--- config.mk ---
export PLATFORM = sky130hd
export DESIGN_NAME = controle_memoria_dados
export DESIGN_NICKNAME = d
export VERILOG_FILES = /design/src/rtl/controle_memoria_dados.sv
export SDC_FILE = /design/constraint.sdc
export NUM_CORES = 1
export LEC_CHECK = 0
export CAP_MARGIN = 20
export CORE_UTILIZATION = 30
export DETAILED_ROUTE_END_ITERATION = 12
export GPL_ROUTABILITY_DRIVEN = 1
export MAX_ROUTING_LAYER = met4
export PLACE_DENSITY_LB_ADDON = 0.25
export SYNTH_ARGS = -nofsm -noshare
export SYNTH_HDL_FRONTEND = slang
export SYNTH_SLANG_ARGS = --single-unit
export TNS_END_PERCENT = 20
--- constraint.sdc ---
create_clock -name clock -period 3.5 [get_ports clock]
set_input_delay 0.7 -clock clock [delete_from_list [all_inputs] [get_ports clock]]
set_output_delay 0.7 -clock clock [all_outputs]
set_load 0.02 [all_outputs]
--- src/rtl/controle_memoria_dados.sv ---
// controle_memoria_dados: access controller for the LED-sequence data memory.
// Arbitrates a write requester (sequence generator) and a read requester
// (playback engine) over one address/data/write-enable memory port, with
// round-robin fairness on ties and the one-cycle registered read absorbed.
// Build macro LIMPEZA_EN: after reset, zero-fill every memory address before
// serving any request.
//
// Handshake: a requester raises *_req with its address (and data) stable and
// holds it until its *_ack, which pulses for exactly one cycle. A req seen in
// the ack cycle itself is not a new request; a req still high in the cycle
// after the ack is a new request. A req dropped mid-transaction does not abort
// it: the transaction completes and the ack is still issued.
module controle_memoria_dados #(
  parameter int bits_palavra  = 64,
  parameter int end_registros = 10
) (
  input  logic                     clock,
  input  logic                     reset,
  input  logic                     escr_req,
  input  logic [end_registros-1:0] escr_end,
  input  logic [bits_palavra-1:0]  escr_dado,
  output logic                     escr_ack,
  input  logic                     leit_req,
  input  logic [end_registros-1:0] leit_end,
  output logic                     leit_ack,
  output logic [bits_palavra-1:0]  leit_dado,
  output logic                     mem_hab_escrita,
  output logic [end_registros-1:0] mem_endereco,
  output logic [bits_palavra-1:0]  mem_entrada,
  input  logic [bits_palavra-1:0]  mem_saida,
  output logic                     ocupado
);

  typedef enum logic [2:0] {
    OCIOSO  = 3'd0,
    ESCREVE = 3'd1,
    LE      = 3'd2,
    ESPERA  = 3'd3
`ifdef LIMPEZA_EN
    , LIMPA = 3'd4
`endif
  } estado_t;

`ifdef LIMPEZA_EN
  localparam logic [end_registros-1:0] END_MAX = '1;
`endif

  estado_t                  estado_q, estado_d;
  logic                     ultimo_q, ultimo_d;  // 1: read served last, 0: write
  logic                     escr_ack_q, escr_ack_d;
  logic                     leit_ack_q, leit_ack_d;
  logic [bits_palavra-1:0]  leit_dado_q, leit_dado_d;
  logic                     hab_q, hab_d;
  logic [end_registros-1:0] end_q, end_d;
  logic [bits_palavra-1:0]  entrada_q, entrada_d;
  logic                     ocupado_q, ocupado_d;

  // Read request qualified so the ack cycle does not re-trigger a grant.
  logic leit_req_ef;
  logic conc_escr;
  logic conc_leit;

  // Next-state, arbitration and registered-output decode.
  always_comb begin
    estado_d    = estado_q;
    ultimo_d    = ultimo_q;
    escr_ack_d  = 1'b0;
    leit_ack_d  = 1'b0;
    leit_dado_d = leit_dado_q;
    hab_d       = 1'b0;
    end_d       = end_q;
    entrada_d   = entrada_q;
    leit_req_ef = leit_req & ~leit_ack_q;
    conc_escr   = 1'b0;
    conc_leit   = 1'b0;
    case (estado_q)
      OCIOSO: begin
        conc_escr = escr_req & (~leit_req_ef | ultimo_q);
        conc_leit = leit_req_ef & ~conc_escr;
        if (conc_escr) begin
          estado_d   = ESCREVE;
          ultimo_d   = 1'b0;
          hab_d      = 1'b1;
          end_d      = escr_end;
          entrada_d  = escr_dado;
          escr_ack_d = 1'b1;
        end else if (conc_leit) begin
          estado_d = LE;
          ultimo_d = 1'b1;
          end_d    = leit_end;
        end
      end
      ESCREVE: estado_d = OCIOSO;
      LE:      estado_d = ESPERA;
      ESPERA: begin
        estado_d    = OCIOSO;
        leit_dado_d = mem_saida;
        leit_ack_d  = 1'b1;
      end
`ifdef LIMPEZA_EN
      LIMPA: begin
        // The cycle presenting the last address ends the sweep.
        if (hab_q && (end_q == END_MAX)) begin
          estado_d = OCIOSO;
        end else begin
          hab_d     = 1'b1;
          end_d     = hab_q ? end_q + 1'b1 : '0;
          entrada_d = '0;
        end
      end
`endif
      default: estado_d = OCIOSO;
    endcase
    ocupado_d = (estado_d != OCIOSO);
  end

  // State and output registers; reset aborts any transaction in flight.
  always_ff @(posedge clock or negedge reset) begin
    if (!reset) begin
`ifdef LIMPEZA_EN
      estado_q <= LIMPA;
`else
      estado_q <= OCIOSO;
`endif
      ultimo_q    <= 1'b1;
      escr_ack_q  <= 1'b0;
      leit_ack_q  <= 1'b0;
      leit_dado_q <= '0;
      hab_q       <= 1'b0;
      end_q       <= '0;
      entrada_q   <= '0;
      ocupado_q   <= 1'b0;
    end else begin
      estado_q    <= estado_d;
      ultimo_q    <= ultimo_d;
      escr_ack_q  <= escr_ack_d;
      leit_ack_q  <= leit_ack_d;
      leit_dado_q <= leit_dado_d;
      hab_q       <= hab_d;
      end_q       <= end_d;
      entrada_q   <= entrada_d;
      ocupado_q   <= ocupado_d;
    end
  end

  assign escr_ack        = escr_ack_q;
  assign leit_ack        = leit_ack_q;
  assign leit_dado       = leit_dado_q;
  assign mem_hab_escrita = hab_q;
  assign mem_endereco    = end_q;
  assign mem_entrada     = entrada_q;
  assign ocupado         = ocupado_q;

endmodule
==> results.cfg, run 1 <==
[timing]
fmax_mhz = 441
finalCritPeriodShare = 0.648
fin_crit_ns = 2.27
rsz0062_at_grt = no
whs_ns = 0.179
slew_headroom = 0.348
fin_setup_tns_ns = 0
report.final.slew_viol_count = 0
worst_slew_pin_slew_ns = 0.973
finalHoldViolations = 0
setup_violations = 0
finalClockSkew_ns = 0.0102

[yosys]
synth_top_family_by_area = multiplexers
synth_cells = 365
yosys.area_share.simple = 0.0201
synth-seq-cells = 145
netlist_area_sq_um = 5860
yosys.area_share.xor_xnor = 0
seq_area_frac_synth = 0.620
synth_mux_area_frac = 0.270
synth_top_area_frac = 0.615
yosysTopAreaCell = dfrtp_1
syn_avg_cell_area_sq_um = 16.0
synth-compound-area-share = 0.0474
synth_area_leaders = dfrtp_1 (62%), mux2_2 (17%), mux2_4 (9.7%)
yosysUniqueCellTypes = 30
syn-num-nets = 517
yosysWarnings = 0
synthAdderAreaFrac = 0

[global_routing]
gr-usage-all-layers = 0.158
grt_pass1_vias = 4594
grt_pass1_wl_microns = 23500
grt_max_degree = 74
antenna_found_initial = 0
grt_overflow = 0

[pwr]
irDropWorstVdd_v = 0.000397
p_per_area_nw_per_um2 = 806
p_leak_nw = 4.17

[clock_tree]
cts_max_level = 4
cts-hold-fix-buffers = 0
cts-root-buf = clkbuf_16
clkLatencyLatePin_ns = 0.41
clockBufferDepth = 2
cts_resized = 0
tritoncts = done
clk_pin_slew_worst_paths_ns = 0.06
clock-sinks = 145
postCtsSetupRepairBufs = 0
cts_made_buffers = 17

[job]
drv_cap = 0

[hold_path]
hold_path.class = input pin to asynchronous set/reset pin

[worst_setup_path]
r2r-end = mem_entrada[42]$_DFFE_PN0P_
crit_path_end_kind = flop
crit_required_ns = 3.80
crit_fanout = 17
cp.arrival_ns = 2.57
r2r_setup_slack_ns = 1.46
cp-start-kind = input pin
crit_type = input pin to flop
reg2regPathDepth = 4
rr_startpoint = estado_q[1]$_DFF_PN0_

[layout]
antenna_cells = 0
syn_to_final_growth_pct = 65.3
drive_gt1_frac = 0.271
fin_util = 0.512
layout.nets = 817
fin_area_sq_um = 9680
n_fill_cell = 1659
fin_cells = 938

[placement]
gp_congestion = 0.871
hpwl_microns = 11100
io_buffers = 293
placed_area_sq_um = 9030
place_inst = 905

[drt]
drtPass1Iterations = 5
wl_per_cell_microns = 16.2
first_iter_violations = 92
drt-vias-per-instance = 4.43
vias = 4160
wl_microns = 15200
antenna_left = 0
drcViolationCount = 0

[floorplanning]
dieArea_sq_um = 20100
ios = 294
core_area_sq_um = 18900
die_w_microns = 142
initial_core_util = 0.310
rows = 50
die_h_microns = 142

[status]
status = completed
-- sequential cells by signal (all words and copies together), names as in the netlist --
signal	count
leit_dado	64
leit_ack	1
mem_endereco	10
mem_entrada	64
mem_hab_escrita	1
ultimo_q	1
ocupado	1
estado_q	3
-- how the worst max path moves through the flow --
stage | from | slack [ns] | cells after the start | endpoint
final | leit_req | 1.23 | 5 | mem_entrada[1]$_DFFE_PN0P_
after global routing | escr_req | 1.19 | 5 | mem_endereco[9]$_DFFE_PN0P_
after CTS | escr_req | 0.92 | 4 | mem_endereco[2]$_DFFE_PN0P_
after detailed placement | escr_req | 0.48 | 4 | mem_endereco[2]$_DFFE_PN0P_
after global placement | escr_req | 0.63 | 4 | mem_endereco[5]$_DFFE_PN0P_
after floorplan | leit_req | 1.62 | 5 | mem_entrada[25]$_DFFE_PN0P_
-- cells in the final DEF, fill, tap and decap left out, drive strengths merged, types with 2 or more instances in the layout --
| master | instances |
|---|---|
| dfrtp | 144 |
| inv | 20 |
| o21ai | 11 |
| mux2 | 128 |
| buf | 11 |
| a21boi | 3 |
| a22oi | 9 |
| clkdlybuf4s50 | 292 |
| clkbuf | 19 |
| nand2 | 10 |
| nor3 | 2 |
| o221a | 9 |
| bufinv | 4 |
| clkinvlp | 3 |
-- kinds of logic (layout without fill, tap and decap cells) --
logic type / after synthesis / count (layout)
DFF: 145 / 145
AOI/OAI and AO/OA: 36 / 36
muxes: 128 / 128
other: 1 / 1
buffers and inverters: 37 / 350
and+or+nand+nor: 18 / 18
-- stage by stage --
stage	worst slack (ns)	power, mW
floorplan	1.62	4.20
global placement	0.630	5.83
detailed placement	0.476	5.89
CTS	0.923	7.91
global route	1.19	8.19
finish	1.23	7.81
-- synthesized netlist by cell type, drive strengths merged --
master   number
buf          18
mux2        128
clkbuf        4
nor2          1
inv          15
a22oi         9
conb          1
nor2b         1
nand3b        1
a21oi         1
nor3          2
nand3         1
o31a          1
nand2        10
dfrtp       144
nor3b         1
a2bb2oi       1
o221a         9
o221ai        1
a21boi        3
o21ai        11
dfstp         1
or3b          1
-- power breakdown --
part / leakage, nW / internal [mW] / switching (mW)
registers: 1.70 / 2.31 / 0.339
clock network: 0.303 / 1.23 / 0.736
logic: 2.17 / 1.78 / 1.41
total: 4.17 / 5.32 / 2.49
-- critical path, stage by stage --
cell and delay [ns]:
clkdlybuf4s50_1 0.49, or3b_4 0.42, nand3_4 0.31, buf_4 0.28, mux2_2 0.35
-- routing by layer --
layer / wire [microns] / GRT usage
met1: 6160 / 0.176
met2: 7740 / 0.270
met3: 1050 / 0.0506
met4: 208 / 0.0464
met5: 0 / -
-- cell type report --
cell class,count,area (sq um),share of cell area
Sequential cell,145,3630,0.375
Clock buffer,19,443,0.0458
Inverter,15,56.3,0.00582
Multi-Input combinational cell,183,1980,0.205
Clock inverter,13,198,0.0204
Tap cell,260,325,0.0336
Timing Repair Buffer,303,3040,0.315
Note: power is estimated with default switching activity, not from simulation.
==> run 2: changes to the inputs <==
==> constraint.sdc (replaced) <==
create_clock -name clock -period 2.13 [get_ports clock]
set_input_delay 0.426 -clock clock [delete_from_list [all_inputs] [get_ports clock]]
set_output_delay 0.426 -clock clock [all_outputs]
set_load 0.02 [all_outputs]
==> results.cfg, run 2 (synthesized netlist as in run 1, its figures left out) <==
[status]
status = completed

[worst_setup_path]
cp.arrival_ns = 1.48
crit_required_ns = 1.70
cp-start-kind = flop
rr_startpoint = leit_ack$_DFF_PN0_
path_delay_family = buffers and inverters
crit_type = flop to primary output
cp-startpoint = leit_ack$_DFF_PN0_
crit_slowest_cell = clkdlybuf4s50_1
critical_path.max_stage_delay_ns = 0.64
path_buf_inv = 1
cp_cell_sequence = clkdlybuf4s50_1
crit_path_end_kind = primary output
crit_fanout = 4

[global_routing]
grt_max_degree = 66
grt_pass1_vias = 4714
grt_overflow = 0
antenna_found_initial = 0
grt_pass1_wl_microns = 24400
gr-usage-all-layers = 0.162

[timing]
report.final.slew_viol_count = 0
finalHoldViolations = 0
fin_crit_ns = 1.91
setup_violations = 0
finalCritPeriodShare = 0.895
fmax_mhz = 525
whs_ns = 0.501
rsz0062_at_grt = no
finalClockSkew_ns = 0.00802

[drt]
drcViolationCount = 0
antenna_left = 0
dr_wl_met2_microns = 7780
drtPass1Iterations = 4
wl_met3_microns = 1010
m1WireLength_microns = 6220
wl_microns = 15300
vias = 4185
first_iter_violations = 125
top_layer_used = met4
wl_per_cell_microns = 16.2
drt-vias-per-instance = 4.43

[layout]
layout.nets = 825
final_common_cell = clkdlybuf4s50_1
antenna_cells = 0
fin_cells = 944
drive_gt1_frac = 0.276
final_cell_mix = clkdlybuf4s50_1 (292), dfrtp_1 (144), mux2_2 (90)
syn_to_final_growth_pct = 66.1

[clock_tree]
tritoncts = done
cts_made_buffers = 17
postCtsSetupRepairBufs = 0
clkLatencyLatePin_ns = 0.41
cts-root-buf = clkbuf_16
cts-hold-fix-buffers = 1
clk_pin_slew_worst_paths_ns = 0.06
clock-sinks = 145
cts_resized = 0
clockBufferDepth = 2
cts_max_level = 4

[hold_path]
min_from = leit_dado[19]$_DFFE_PN0P_
hold_path.class = flop to flop

[pwr]
p_per_area_nw_per_um2 = 1300
p_leak_nw = 4.21
irDropWorstVdd_v = 0.000671

[floorplanning]
initial_core_util = 0.310
dieArea_sq_um = 20100
ios = 294
die_h_microns = 142
rows = 50
die_w_microns = 142
core_area_sq_um = 18900

[job]
drv_cap = 0

[placement]
place_inst = 913
gp_congestion = 0.772
io_buffers = 293
hpwl_microns = 11100
## run 2: path summary, 6_finish.rpt
check	to	slack (ns)	cells after the start
hold reg to reg	leit_dado[19]$_DFFE_PN0P_	0.50	1
setup / recovery	leit_ack	0.22	1
setup reg to reg	mem_entrada[0]$_DFFE_PN0P_	0.43	4
hold / removal	leit_dado[19]$_DFFE_PN0P_	0.50	1
min in group asynchronous	leit_dado[5]$_DFFE_PN0P_	0.51	2
max in group asynchronous	ultimo_q$_DFFE_PN1P_	0.95	3
## run 2: per-layer routing
metal | up-vias | track usage
met3 | 27 | 0.0472
met2 | 193 | 0.272
met5 | - | -
met4 | 0 | 0.0606
li1 | 1896 | -
met1 | 2069 | 0.182
## run 2: where the power goes
group	switching [mW]	internal, mW	total [mW]
Clock	1.13	1.88	3.01
Sequential	0.560	3.80	4.36
Combinational	2.32	2.95	5.26
Total	4.01	8.62	12.6
## run 2: stage by stage
| stage | power [mW] | TNS (ns) | instance area [sq um] | worst slack, ns | utilization |
|---|---|---|---|---|---|
| after CTS | 12.8 | 0 | 9730 | 0.184 | 0.515 |
| after floorplan | 6.91 | 0 | 5860 | 0.450 | - |
| after global routing | 13.2 | 0 | 9730 | 0.161 | 0.515 |
| final | 12.6 | 0 | 9730 | 0.224 | 0.515 |
| after global placement | 9.60 | -0.510 | 9120 | -0.0354 | 0.483 |
| after detailed placement | 9.70 | -2.13 | 9120 | -0.0722 | 0.483 |
## run 2: final cells by class
type / count / area [sq um]
well taps: 260 / 325
fillers: 1636 / 9170
clock buffers: 23 / 498
multi-input cells: 183 / 1980
flip-flops and latches: 145 / 3630
clock inverters: 7 / 98.8
inverters: 15 / 56.3
repair buffers: 311 / 3130
